### src/rtl/ysyx_22050550_mem_arbiter.sv
// IFU/LSU arbiter for the shared cache/memory port: latches one request, runs the
// valid/ready handshake downstream, and returns the response as a one-cycle done pulse.
module ysyx_22050550_mem_arbiter #(
    parameter int unsigned ADDR_W      = 64,
    parameter int unsigned DATA_W      = 64,
    parameter int unsigned MAX_LSU_RUN = 4
) (
    input  logic              clock,
    input  logic              reset,
    input  logic              ifu_valid,
    input  logic [ADDR_W-1:0] ifu_addr,
    output logic              ifu_done,
    output logic [DATA_W-1:0] ifu_rdata,
    input  logic              lsu_valid,
    input  logic [ADDR_W-1:0] lsu_addr,
    input  logic              lsu_wen,
    input  logic [DATA_W-1:0] lsu_wdata,
    input  logic [7:0]        lsu_wmask,
    output logic              lsu_done,
    output logic [DATA_W-1:0] lsu_rdata,
    output logic              mem_valid,
    output logic [ADDR_W-1:0] mem_addr,
    output logic              mem_wen,
    output logic [DATA_W-1:0] mem_wdata,
    output logic [7:0]        mem_wmask,
    input  logic              mem_ready,
    input  logic              mem_rvalid,
    input  logic [DATA_W-1:0] mem_rdata
);

    typedef enum logic [1:0] {ST_IDLE, ST_REQ, ST_RESP} state_t;
    typedef enum logic [1:0] {OWN_NONE, OWN_IFU, OWN_LSU} owner_t;

    localparam logic [3:0] MAX_RUN = 4'(MAX_LSU_RUN);

    state_t              state_q, state_d;
    owner_t              owner_q, owner_d;
    logic [3:0]          lsu_run_q, lsu_run_d;
    logic [ADDR_W-1:0]   addr_q, addr_d;
    logic                wen_q, wen_d;
    logic [DATA_W-1:0]   wdata_q, wdata_d;
    logic [7:0]          wmask_q, wmask_d;
    logic                lsu_grant;
    logic                complete;

    // LSU wins unless IFU is waiting and the LSU run has reached its limit
    assign lsu_grant = lsu_valid && (!ifu_valid || (lsu_run_q < MAX_RUN));

    always_comb begin
        state_d   = state_q;
        owner_d   = owner_q;
        lsu_run_d = lsu_run_q;
        addr_d    = addr_q;
        wen_d     = wen_q;
        wdata_d   = wdata_q;
        wmask_d   = wmask_q;
        complete  = 1'b0;
        unique case (state_q)
            ST_IDLE: begin
                if (lsu_grant) begin
                    state_d   = ST_REQ;
                    owner_d   = OWN_LSU;
                    lsu_run_d = ifu_valid ? ((lsu_run_q < MAX_RUN) ? lsu_run_q + 4'd1 : lsu_run_q)
                                          : 4'd0;
                    addr_d    = lsu_addr;
                    wen_d     = lsu_wen;
                    wdata_d   = lsu_wdata;
                    wmask_d   = lsu_wmask;
                end else if (ifu_valid) begin
                    state_d   = ST_REQ;
                    owner_d   = OWN_IFU;
                    lsu_run_d = 4'd0;
                    addr_d    = ifu_addr;
                    wen_d     = 1'b0;
                    wdata_d   = '0;
                    wmask_d   = 8'h00;
                end
            end
            ST_REQ: begin
                if (mem_ready) begin
                    if (mem_rvalid) begin
                        complete = 1'b1;
                        state_d  = ST_IDLE;
                        owner_d  = OWN_NONE;
                    end else begin
                        state_d = ST_RESP;
                    end
                end
            end
            ST_RESP: begin
                if (mem_rvalid) begin
                    complete = 1'b1;
                    state_d  = ST_IDLE;
                    owner_d  = OWN_NONE;
                end
            end
            default: begin
                state_d = ST_IDLE;
                owner_d = OWN_NONE;
            end
        endcase
    end

    always_ff @(posedge clock) begin
        if (!reset) begin
            state_q   <= ST_IDLE;
            owner_q   <= OWN_NONE;
            lsu_run_q <= 4'd0;
            addr_q    <= '0;
            wen_q     <= 1'b0;
            wdata_q   <= '0;
            wmask_q   <= 8'h00;
        end else begin
            state_q   <= state_d;
            owner_q   <= owner_d;
            lsu_run_q <= lsu_run_d;
            addr_q    <= addr_d;
            wen_q     <= wen_d;
            wdata_q   <= wdata_d;
            wmask_q   <= wmask_d;
        end
    end

    // A completion during a reset cycle is abandoned, so done is masked by reset
    assign ifu_done  = complete && (owner_q == OWN_IFU) && reset;
    assign lsu_done  = complete && (owner_q == OWN_LSU) && reset;
    assign ifu_rdata = ifu_done ? mem_rdata : '0;
    assign lsu_rdata = lsu_done ? mem_rdata : '0;

    assign mem_valid = (state_q == ST_REQ);
    assign mem_addr  = addr_q;
    assign mem_wen   = wen_q;
    assign mem_wdata = wdata_q;
    assign mem_wmask = wmask_q;

endmodule

### config.mk
export PLATFORM = sky130hd
export DESIGN_NAME = ysyx_22050550_mem_arbiter
export DESIGN_NICKNAME = d
export VERILOG_FILES = /design/src/rtl/ysyx_22050550_mem_arbiter.sv
export SDC_FILE = /design/constraint.sdc
export NUM_CORES = 1
export LEC_CHECK = 0
export ABC_AREA = 0
export CELL_PAD_IN_SITES_DETAIL_PLACEMENT = 1
export CELL_PAD_IN_SITES_GLOBAL_PLACEMENT = 2
export CORE_AREA = 5 5 207 209
export CTS_BUF_LIST = sky130_fd_sc_hd__clkbuf_4
export DETAILED_ROUTE_END_ITERATION = 6
export DIE_AREA = 0 0 212 214
export PLACE_DENSITY_LB_ADDON = 0.1
export SYNTH_ARGS = -nofsm -noshare
export SYNTH_HDL_FRONTEND = slang
export SYNTH_SLANG_ARGS = --single-unit
### constraint.sdc
create_clock -name clock -period 3.1 [get_ports clock]
set_input_delay 0.62 -clock clock [delete_from_list [all_inputs] [get_ports clock]]
set_output_delay 0.62 -clock clock [all_outputs]
set_load 0.01 [all_outputs]
# Word-level counts from Yosys, hierarchy flattened
# Index checks and enable logic that the tools add are counted.
[totals] regBits=145 latch_bits=0 ram_bits=0 romBits=0 input_bits=271 wordCells=57 memories=0
[op_classes] add_sub_neg=1 multipliers=0 div=0 n_lt_le_gt_ge=1 n_eq_ne=8 shifts=0 n_mux=27 bitwise=0 reduce_logical=13
[ops] op="2-to-1 mux 64 bit" n=6
[ops] op="2-to-1 mux 2 bit" n=8
[ops] op="2-to-1 mux 4 bit" n=4
[ops] op="2-to-1 mux 8 bit" n=2
[ops] op="one-hot mux 2 bit (3 select lines)" n=2
[ops] op="AND reduction 3 bit" n=2
[ops] op="logical AND 1 bit" n=5
[ops] op="adder 4 x 1 -> 4 bit (second input constant)" n=1
[ops] op="== test 2 x 1 -> 1 bit (second input constant)" n=2
[ops] op="== test 2 bit (second input constant)" n=2
[ops] op="< comparator 4 x 3 -> 1 bit (second input constant)" n=1
[ops] op="2-to-1 mux 1 bit" n=4
[ops] op="AND reduction 2 bit" n=2
[ops] op="inequality test 3 x 2 -> 1 bit (second input constant)" n=1
[ops] op="inequality test 3 bit (second input constant)" n=1
[ops] op="logical NOT 2 bit" n=1
[ops] op="inequality test 2 x 1 -> 1 bit (second input constant)" n=1
[ops] op="inequality test 2 bit (second input constant)" n=1
[ops] op="one-hot mux 1 bit (2 select lines)" n=1
[ops] op="nonzero test 2 bit" n=1
[ops] op="logical NOT 1 bit" n=1
[ops] op="logical OR 1 bit" n=1

# Logic depth before layout (Yosys ltp)
# Gate-level depths: netlist of run 1.
[depth] depth_word=6 depth_mapped=7 ltp_nobuf=6

# Least setup slack after synthesis of run 1
# OpenSTA, ideal clock, no wires.
[synth_path] path_type="reg-to-output" from="register state_q[0]" to="output ifu_rdata[10]" t_arrival_ns=1.533 slack_ns=0.947 stages_incl_launch_ff=8 path_buffers=2 cell_sequence="dfxtp_1 inv_1 ha_1 nand3_1 nor4b_2 buf_2 clkbuf_2 and2_1"
[synth_via] elab_chain_cells=5 elab_cells_between_ends=6
[synth_rtl] element="start: declaration" line="36" text="state_t state_q, state_d;"
[synth_rtl] element="start signal: assignment" line="114" text="state_q <= state_d;"
[synth_rtl] element="== test 2 bit / == test 2 x 1 -> 1 bit (equally long branches)" line="58" text="unique case (state_q)"
[synth_rtl] element="one-hot mux 1 bit (2 select lines) (*)" line="58"
[synth_rtl] element="logical AND 1 bit (*) (2 in a row)" line="125" text="assign ifu_done = complete && (owner_q == OWN_IFU) && reset;"
[synth_rtl] element="2-to-1 mux 64 bit (*)" line="127" text="assign ifu_rdata = ifu_done ? mem_rdata : '0;"
[synth_rtl] element="end: declaration" line="13" text="output logic [DATA_W-1:0] ifu_rdata,"
# Every way passes the cells marked *; elsewhere a longest branch is shown, timed or not.

# Worst setup path after layout of run 1
[layout_path] from="register state_q[0]" to="output ifu_rdata[19]"
# Same word-level chain as after synthesis.

==> results of run 1 <==
-- per-stage QoR --
step	cell area [µm²]	hold slack [ns]	util
after global placement	12700	0.441	0.314
after global routing	12900	0.449	0.319
after floorplan	6810	0.453	-
final	13000	0.461	0.319
after CTS	12900	0.448	0.318
after detailed placement	12700	0.446	0.314
-- cell families after synthesis --
group,after synthesis
AO/OA/AOI/OAI,275
flip-flops,145
buffers and inverters,84
XOR/XNOR,1
multiplexers,1
adder cells (fa/ha/maj),4
AND/OR/NAND/NOR,364
-- power groups by stage --
stage / logic (mW) / clock network [mW] / registers [mW]
6_report: 1.61 / 1.25 / 2.14
5_1_grt: 1.74 / 1.41 / 2.17
4_1_cts: 1.65 / 1.35 / 2.14
3_5_place_dp: 1.62 / 0 / 2.18
3_3_place_gp: 1.62 / 0 / 2.18
2_1_floorplan: 0.525 / 0 / 2.26
-- tightest hold or removal path: stages (launching register included) --
cell	delay, ns
dfxtp_1	0.33
nand2_1	0.05
a21boi_1	0.05
-- worst paths after layout --
kind                               startpoint            end
worst max-delay path               state_q[0]  ifu_rdata[19]
worst min-delay path            mem_wdata[17]  mem_wdata[17]
worst max register to register   lsu_run_q[2]        mem_wen
worst min register to register  mem_wdata[17]  mem_wdata[17]
-- cell usage in the layout (no fill, tap or decap), types with 2 or more instances in the layout --
cell type and instances:
buf_4 19, dfxtp_2 2, inv_6 5, buf_12 12, clkbuf_4 18, nor4b_4 2
a21oi_1 128, and2_1 120, nand2_1 141, clkinv_2 3, nor2_1 2, o21ai_0 65
inv_2 2, buf_16 10, clkinv_4 2, and2_4 11, clkdlybuf4s15_2 7, a21boi_0 40
nand2b_1 3, a21boi_1 35, buf_6 10, ha_4 2, o2bb2ai_1 2, buf_2 109
nor2b_1 2, nand3_1 76, diode_2 7, clkdlybuf4s50_1 407, dfxtp_1 143
-- metal layers --
layer	routed length, µm	part of all wire
met5	41	0.00095
met3	3630	0.084
met4	1280	0.030
met1	16000	0.37
met2	22200	0.51
-- registers in the layout, indices dropped and copies added (netlist names) --
register,flops
lsu_run_q,4
state_q,2
owner_q,2
mem_wmask,8
mem_wdata,64
mem_wen,1
mem_addr,64
-- what timing repair did --
action / 4_1_cts / 5_1_grt
resized for setup: 545 / 15
pin swaps: 4 / 3
cloned: 10 / 0
endpoints found under the setup margin: 130 / 115
buffers inserted: 11 / 0
-- layout make-up --
cell class / count / area (µm²)
Fill cell: 4783 / 27700
Timing Repair Buffer: 576 / 5490
Multi-Input combinational cell: 645 / 3600
Sequential cell: 145 / 2910
Tap cell: 532 / 666
Clock buffer: 18 / 135
Clock inverter: 14 / 129
Antenna cell: 7 / 17.5
Inverter: 2 / 7.51
==> results by group, run 1 <==
Detailed routing
  – Vias per Instance: around 4.2
  – Drt drc: 0
  – WL final: 43100 µm
  – Routed vias: 8151
  – Starting DRT DRC Count: 198
  – Detail Route Antenna Nets: 0
  – Drt wl/cell: approximately 22 µm
  – First drt pass iteration count: 4

Global routing
  – Vias in the first global route: between 8000 and 9000
  – GRT Total Usage: 0.182
  – Met3 global-route usage: 0.0701
  – Global-route wire length before repair: 61500 µm
  – Routing usage on met2: 0.325
  – Largest net degree at the start of global routing: 88
  – Met1 Usage GRT: 0.192
  – Initial antenna violation count: 10
  – Total gr overflow: 0
  – GRT busiest layer: met2

Timing
  – Final Max Slew Viols: 0
  – Fin worst setup slack: about 0.19 ns
  – Final Hold Viols: 0
  – RSZ-0062 raised after global routing: true
  – Minimum clock period: 2.91 ns
  – Rel. slew slack: 0.404
  – Fin crit share: 0.940
  – Slew @ Worst Pin: slightly below 0.9 ns
  – Final setup skew: between 0.02 and 0.03 ns
  – Finish-stage setup viols: 0
  – Achievable Freq: about 0.34 GHz
  – TNS Setup: 0 ns

Synth
  – Ys flop type: dfxtp_1
  – FFs w/ async S/R, synth: 0
  – Post-Syn Instances: around 870
  – Area share of and/or/nand/nor cells after synthesis: 0.271
  – Seq/Total Area, Yosys: 0.426
  – Syn Area/Cell: a little under 8 µm²
  – Xor/xnor share of the synthesized area: 0.00129
  – Netlist cell types: 32
  – Cell taking the most area after synthesis: dfxtp_1
  – Dominant combinational cell family by area after synthesis: simple AND/OR/NAND/NOR gates
  – Syn_nets: roughly 1100
  – Post-Syn Area: 6810 µm²
  – Post-synthesis register bit count: 145
  – Mux contribution to synthesized area: 0.00147
  – Warnings from Yosys: 0
  – Commonest cells post-synth: dfxtp_1 (145), nand2_1 (142), and2_1 (130)
  – Post-synth EDFFs: 0
  – Post-synth top area share: 0.426
  – Post-synthesis compound-gate area fraction: 0.232
  – Synth area leaders: dfxtp_1 (43%), and2_1 (12%), a21oi_1 (9.5%), nand2_1 (7.8%), nand3_1 (5.7%)
  – Post-Synth Adder-Cell Area: 0.00735
  – Top-count cell post-synth: dfxtp_1

Critical path
  – Most frequent cell on the critical path: buf_6
  – Crit-path leading delay family: buffers and inverters
  – Crit path cell chain: inv_2, ha_4, nand3_4, nor4b_4, buf_6, buf_6, buf_16, and2_1, buf_2
  – Req. time, crit path: around 2.5 ns
  – Crit path depth: 9
  – Crit start category: flip-flop
  – Setup slack, reg-to-reg: 1.34 ns
  – CP max stage cell: dfxtp_2
  – Largest fanout on the critical path: 8
  – Crit path arrival time: approximately 2.3 ns
  – CP Capture Type: output pin
  – Reg2Reg Depth: 5
  – WP buf/inv: 5
  – Crit path kind: flip-flop to output pin
  – Largest stage delay on the critical path: 0.37 ns

Clocking
  – Hold_buf cts: 0
  – Clk buf depth: 2
  – TritonCTS buffer count: 17
  – CTS tree: yes
  – CTS sink count: roughly 150
  – CTS root buf: clkbuf_4
  – H-Tree Depth: 4
  – Reg clk slew, reported paths: roughly 0.13 ns
  – Clock Latency Late Sink: between 0.6 and 0.7 ns

Power
  – Sw frac: 0.338
  – Combinational fraction of design power: 0.321
  – Sequential share of power: 0.428
  – Peak VDD IR: ~0.22 mV
  – Cell Int Power: 3.31 mW
  – Clock Power Share: 0.250
  – Total net switching power: roughly 1.7 mW
  – Power Density: between 300 and 400 nW/µm²
  – Power Total: 5.00 mW
  – Leak: between 5 and 6 nW

Outcome
  – Status: finished clean

Placement
  – Dpl cells: 1880
  – Final GP Congestion: ~0.84
  – HPWL Detailed: 31300 µm
  – Place WS: -0.267 ns
  – Buffers on Ports: approximately 540

Cells and area
  – Area delta synth->final: 90.3%
  – Non-filler cells, final: about 1900
  – Layout cells sized above 1: 0.159
  – Nets: ~1700

Floorplanning
  – Row cnt: 74
  – Die width: ~210 µm
  – Die height: roughly 210 µm
  – Io pins: about 540
  – Initial Utilization: 0.167
  – Die Area: between 40000 and 50000 µm²
  – Core area: ~41000 µm²

Run
  – Max-Cap Viols: 0

Worst hold path
  – Type of the worst min-delay path: flip-flop to flip-flop
  – Hold-critical path depth: 2
Note: power is estimated with default switching activity, not from simulation.
==> run 2, diff against run 1 <==
--- a/config.mk
+++ b/config.mk
@@ -6,5 +6,4 @@
 export NUM_CORES = 1
 export LEC_CHECK = 0
-export ABC_AREA = 0
 export CELL_PAD_IN_SITES_DETAIL_PLACEMENT = 1
 export CELL_PAD_IN_SITES_GLOBAL_PLACEMENT = 2
==> constraint.sdc (replaced) <==
create_clock -name clock -period 3.1 [get_ports clock]
set_input_delay 0.31 -clock clock [delete_from_list [all_inputs] [get_ports clock]]
set_output_delay 0.31 -clock clock [all_outputs]
set_load 0.01 [all_outputs]
==> results by group, run 2 (synthesis results as in run 1) <==
Floorplanning
  – Initial Utilization: 0.167
  – Core area: between 40000 and 50000 µm²
  – Row cnt: between 70 and 80
  – Die width: between 200 and 250 µm
  – Die Area: roughly 45000 µm²
  – Io pins: about 540
  – Die height: 214 µm

Critical path
  – Crit-path leading delay family: buffers and inverters
  – Largest stage delay on the critical path: ~0.37 ns
  – WP buf/inv: 5
  – Crit path kind: flip-flop to output pin
  – CP Capture Type: output pin
  – Crit path cell chain: inv_1, ha_4, nand3_4, nor4b_4, buf_6, buf_4, buf_12, and2_1, dlygate4sd2_1
  – Crit path arrival time: around 2.6 ns
  – Crit start category: flip-flop
  – CP max stage cell: dfxtp_2
  – Critical R2R Capture: mem_wdata[51]
  – Setup slack, reg-to-reg: around 1.3 ns
  – Req. time, crit path: around 2.8 ns
  – Largest fanout on the critical path: 17
  – R2R Path Start: state_q[0]
  – Reg2Reg Depth: 6

Clocking
  – Clk buf depth: 2
  – Hold_buf cts: 0
  – Reg clk slew, reported paths: 0.14 ns
  – CTS sink count: around 150
  – CTS root buf: clkbuf_4
  – H-Tree Depth: 4
  – TritonCTS buffer count: 17
  – Clock Latency Late Sink: ~0.58 ns
  – CTS tree: yes

Timing
  – Final setup skew: ~0.019 ns
  – Finish-stage setup viols: 0
  – Slew @ Worst Pin: around 0.8 ns
  – Rel. slew slack: 0.465
  – Fin crit share: 0.936
  – Final Max Slew Viols: 0
  – Minimum clock period: 2.90 ns
  – RSZ-0062 raised after global routing: false
  – Achievable Freq: 0.345 GHz
  – Fin worst setup slack: 0.199 ns
  – TNS Setup: 0 ns
  – Final Hold Viols: 0

Cells and area
  – Commonest cells after routing, fill and taps aside: clkdlybuf4s50_1 (407), dfxtp_1 (143), nand2_1 (141)
  – Layout cells sized above 1: 0.0756
  – Nets: ~1700
  – FF+latch area: 2910 µm²
  – Finished Cell Area: approximately 13000 µm²
  – Multi-input gate area: between 3000 and 4000 µm²
  – Area delta synth->final: 90.6%
  – Fill count: 4828
  – Commonest non-fill, non-tap cell in the layout: clkdlybuf4s50_1

Placement
  – Buffers on Ports: roughly 540
  – HPWL Detailed: about 31000 µm
  – Place WS: ~0.32 ns
  – Final GP Congestion: between 0.8 and 0.9
  – Placed instance area: 12700 µm²

Detailed routing
  – WL final: ~42000 µm
  – Detail Route Antenna Nets: 0
  – Drt drc: 0
  – First drt pass iteration count: 4
  – Drt wl/cell: 22.0 µm
  – Vias per Instance: 4.23
  – Starting DRT DRC Count: approximately 200
  – Routed vias: 8158

Global routing
  – Largest net degree at the start of global routing: around 110
  – Total gr overflow: 0
  – Initial antenna violation count: 8
  – Global-route wire length before repair: 60900 µm
  – GRT Total Usage: 0.179
  – Vias in the first global route: between 8000 and 9000

Power
  – Power Total: a little under 5 mW
  – Leak: 5.30 nW
  – Power Density: roughly 380 nW/µm²
  – Peak VDD IR: between 0.2 and 0.25 mV

Worst hold path
  – Type of the worst min-delay path: input port to flip-flop
  – Worst Hold Path EP: mem_addr[31]
  – Hold-critical path depth: 3
  – Hold wc startpoint: ifu_addr[31]

Run
  – Max-Cap Viols: 0

Outcome
  – Status: finished clean
run 2: final cells by class:
type / instances / share of cell area
timing repair buffer: 565 / 0.428
tap: 532 / 0.0513
inverter: 2 / 0.000579
multi-input combinational: 645 / 0.275
clock inverter: 15 / 0.0103
sequential: 145 / 0.224
antenna: 6 / 0.00116
clock buffer: 17 / 0.00984
run 2: worst max-delay path by stage:
| stage | startpoint | depth (start not counted) | to | slack [ns] |
|---|---|---|---|---|
| floorplan | state_q[0] | 7 | ifu_rdata[10] | 1.26 |
| global placement | mem_rvalid | 6 | ifu_rdata[35] | 0.34 |
| detailed placement | mem_rvalid | 6 | lsu_rdata[59] | 0.32 |
| CTS | state_q[0] | 9 | lsu_rdata[42] | 0.004 |
| global route | state_q[0] | 9 | ifu_rdata[62] | 0.02 |
| finish | state_q[0] | 9 | ifu_rdata[11] | 0.20 |
run 2: per-layer routing:
metal  wire, µm  GRT usage
met3       3530     0.0673
met5         27          0
met4        707     0.0447
met1      15800      0.190
met2      22400      0.332
run 2: per-stage QoR:
step	hold WS, ns	std cells	util
6_report	0.256	1927	0.319
5_1_grt	0.165	1926	0.319
4_1_cts	0.144	1921	0.322
3_5_place_dp	0.444	1877	0.312
3_3_place_gp	0.440	1877	0.312
2_1_floorplan	0.444	874	-
run 2: timing repair:
action | 4_1_cts | 5_1_grt
buffers inserted | 6 | 0
gates resized for setup | 150 | 58
hold endpoints to repair | 0 | 0
pin swaps | 2 | 0
gates cloned | 6 | 0
setup endpoints to repair | 130 | 34
run 2: report_power, final:
group	switching, mW	leakage, nW	internal, mW
clock	0.816	0.139	0.404
combinational	0.753	3.97	0.816
sequential	0.0911	1.19	2.05
total	1.66	5.30	3.27
run 2: worst reg2reg max path: cells and delay by family (launching register included):
| kind | cells | cell delay (ns) |
|---|---|---|
| AOI/OAI and AO/OA | 2 | 0.51 |
| and+or+nand+nor | 1 | 0.21 |
| adders and majority gates | 1 | 0.20 |
| DFF | 1 | 0.36 |
| buffers and inverters | 2 | 0.47 |
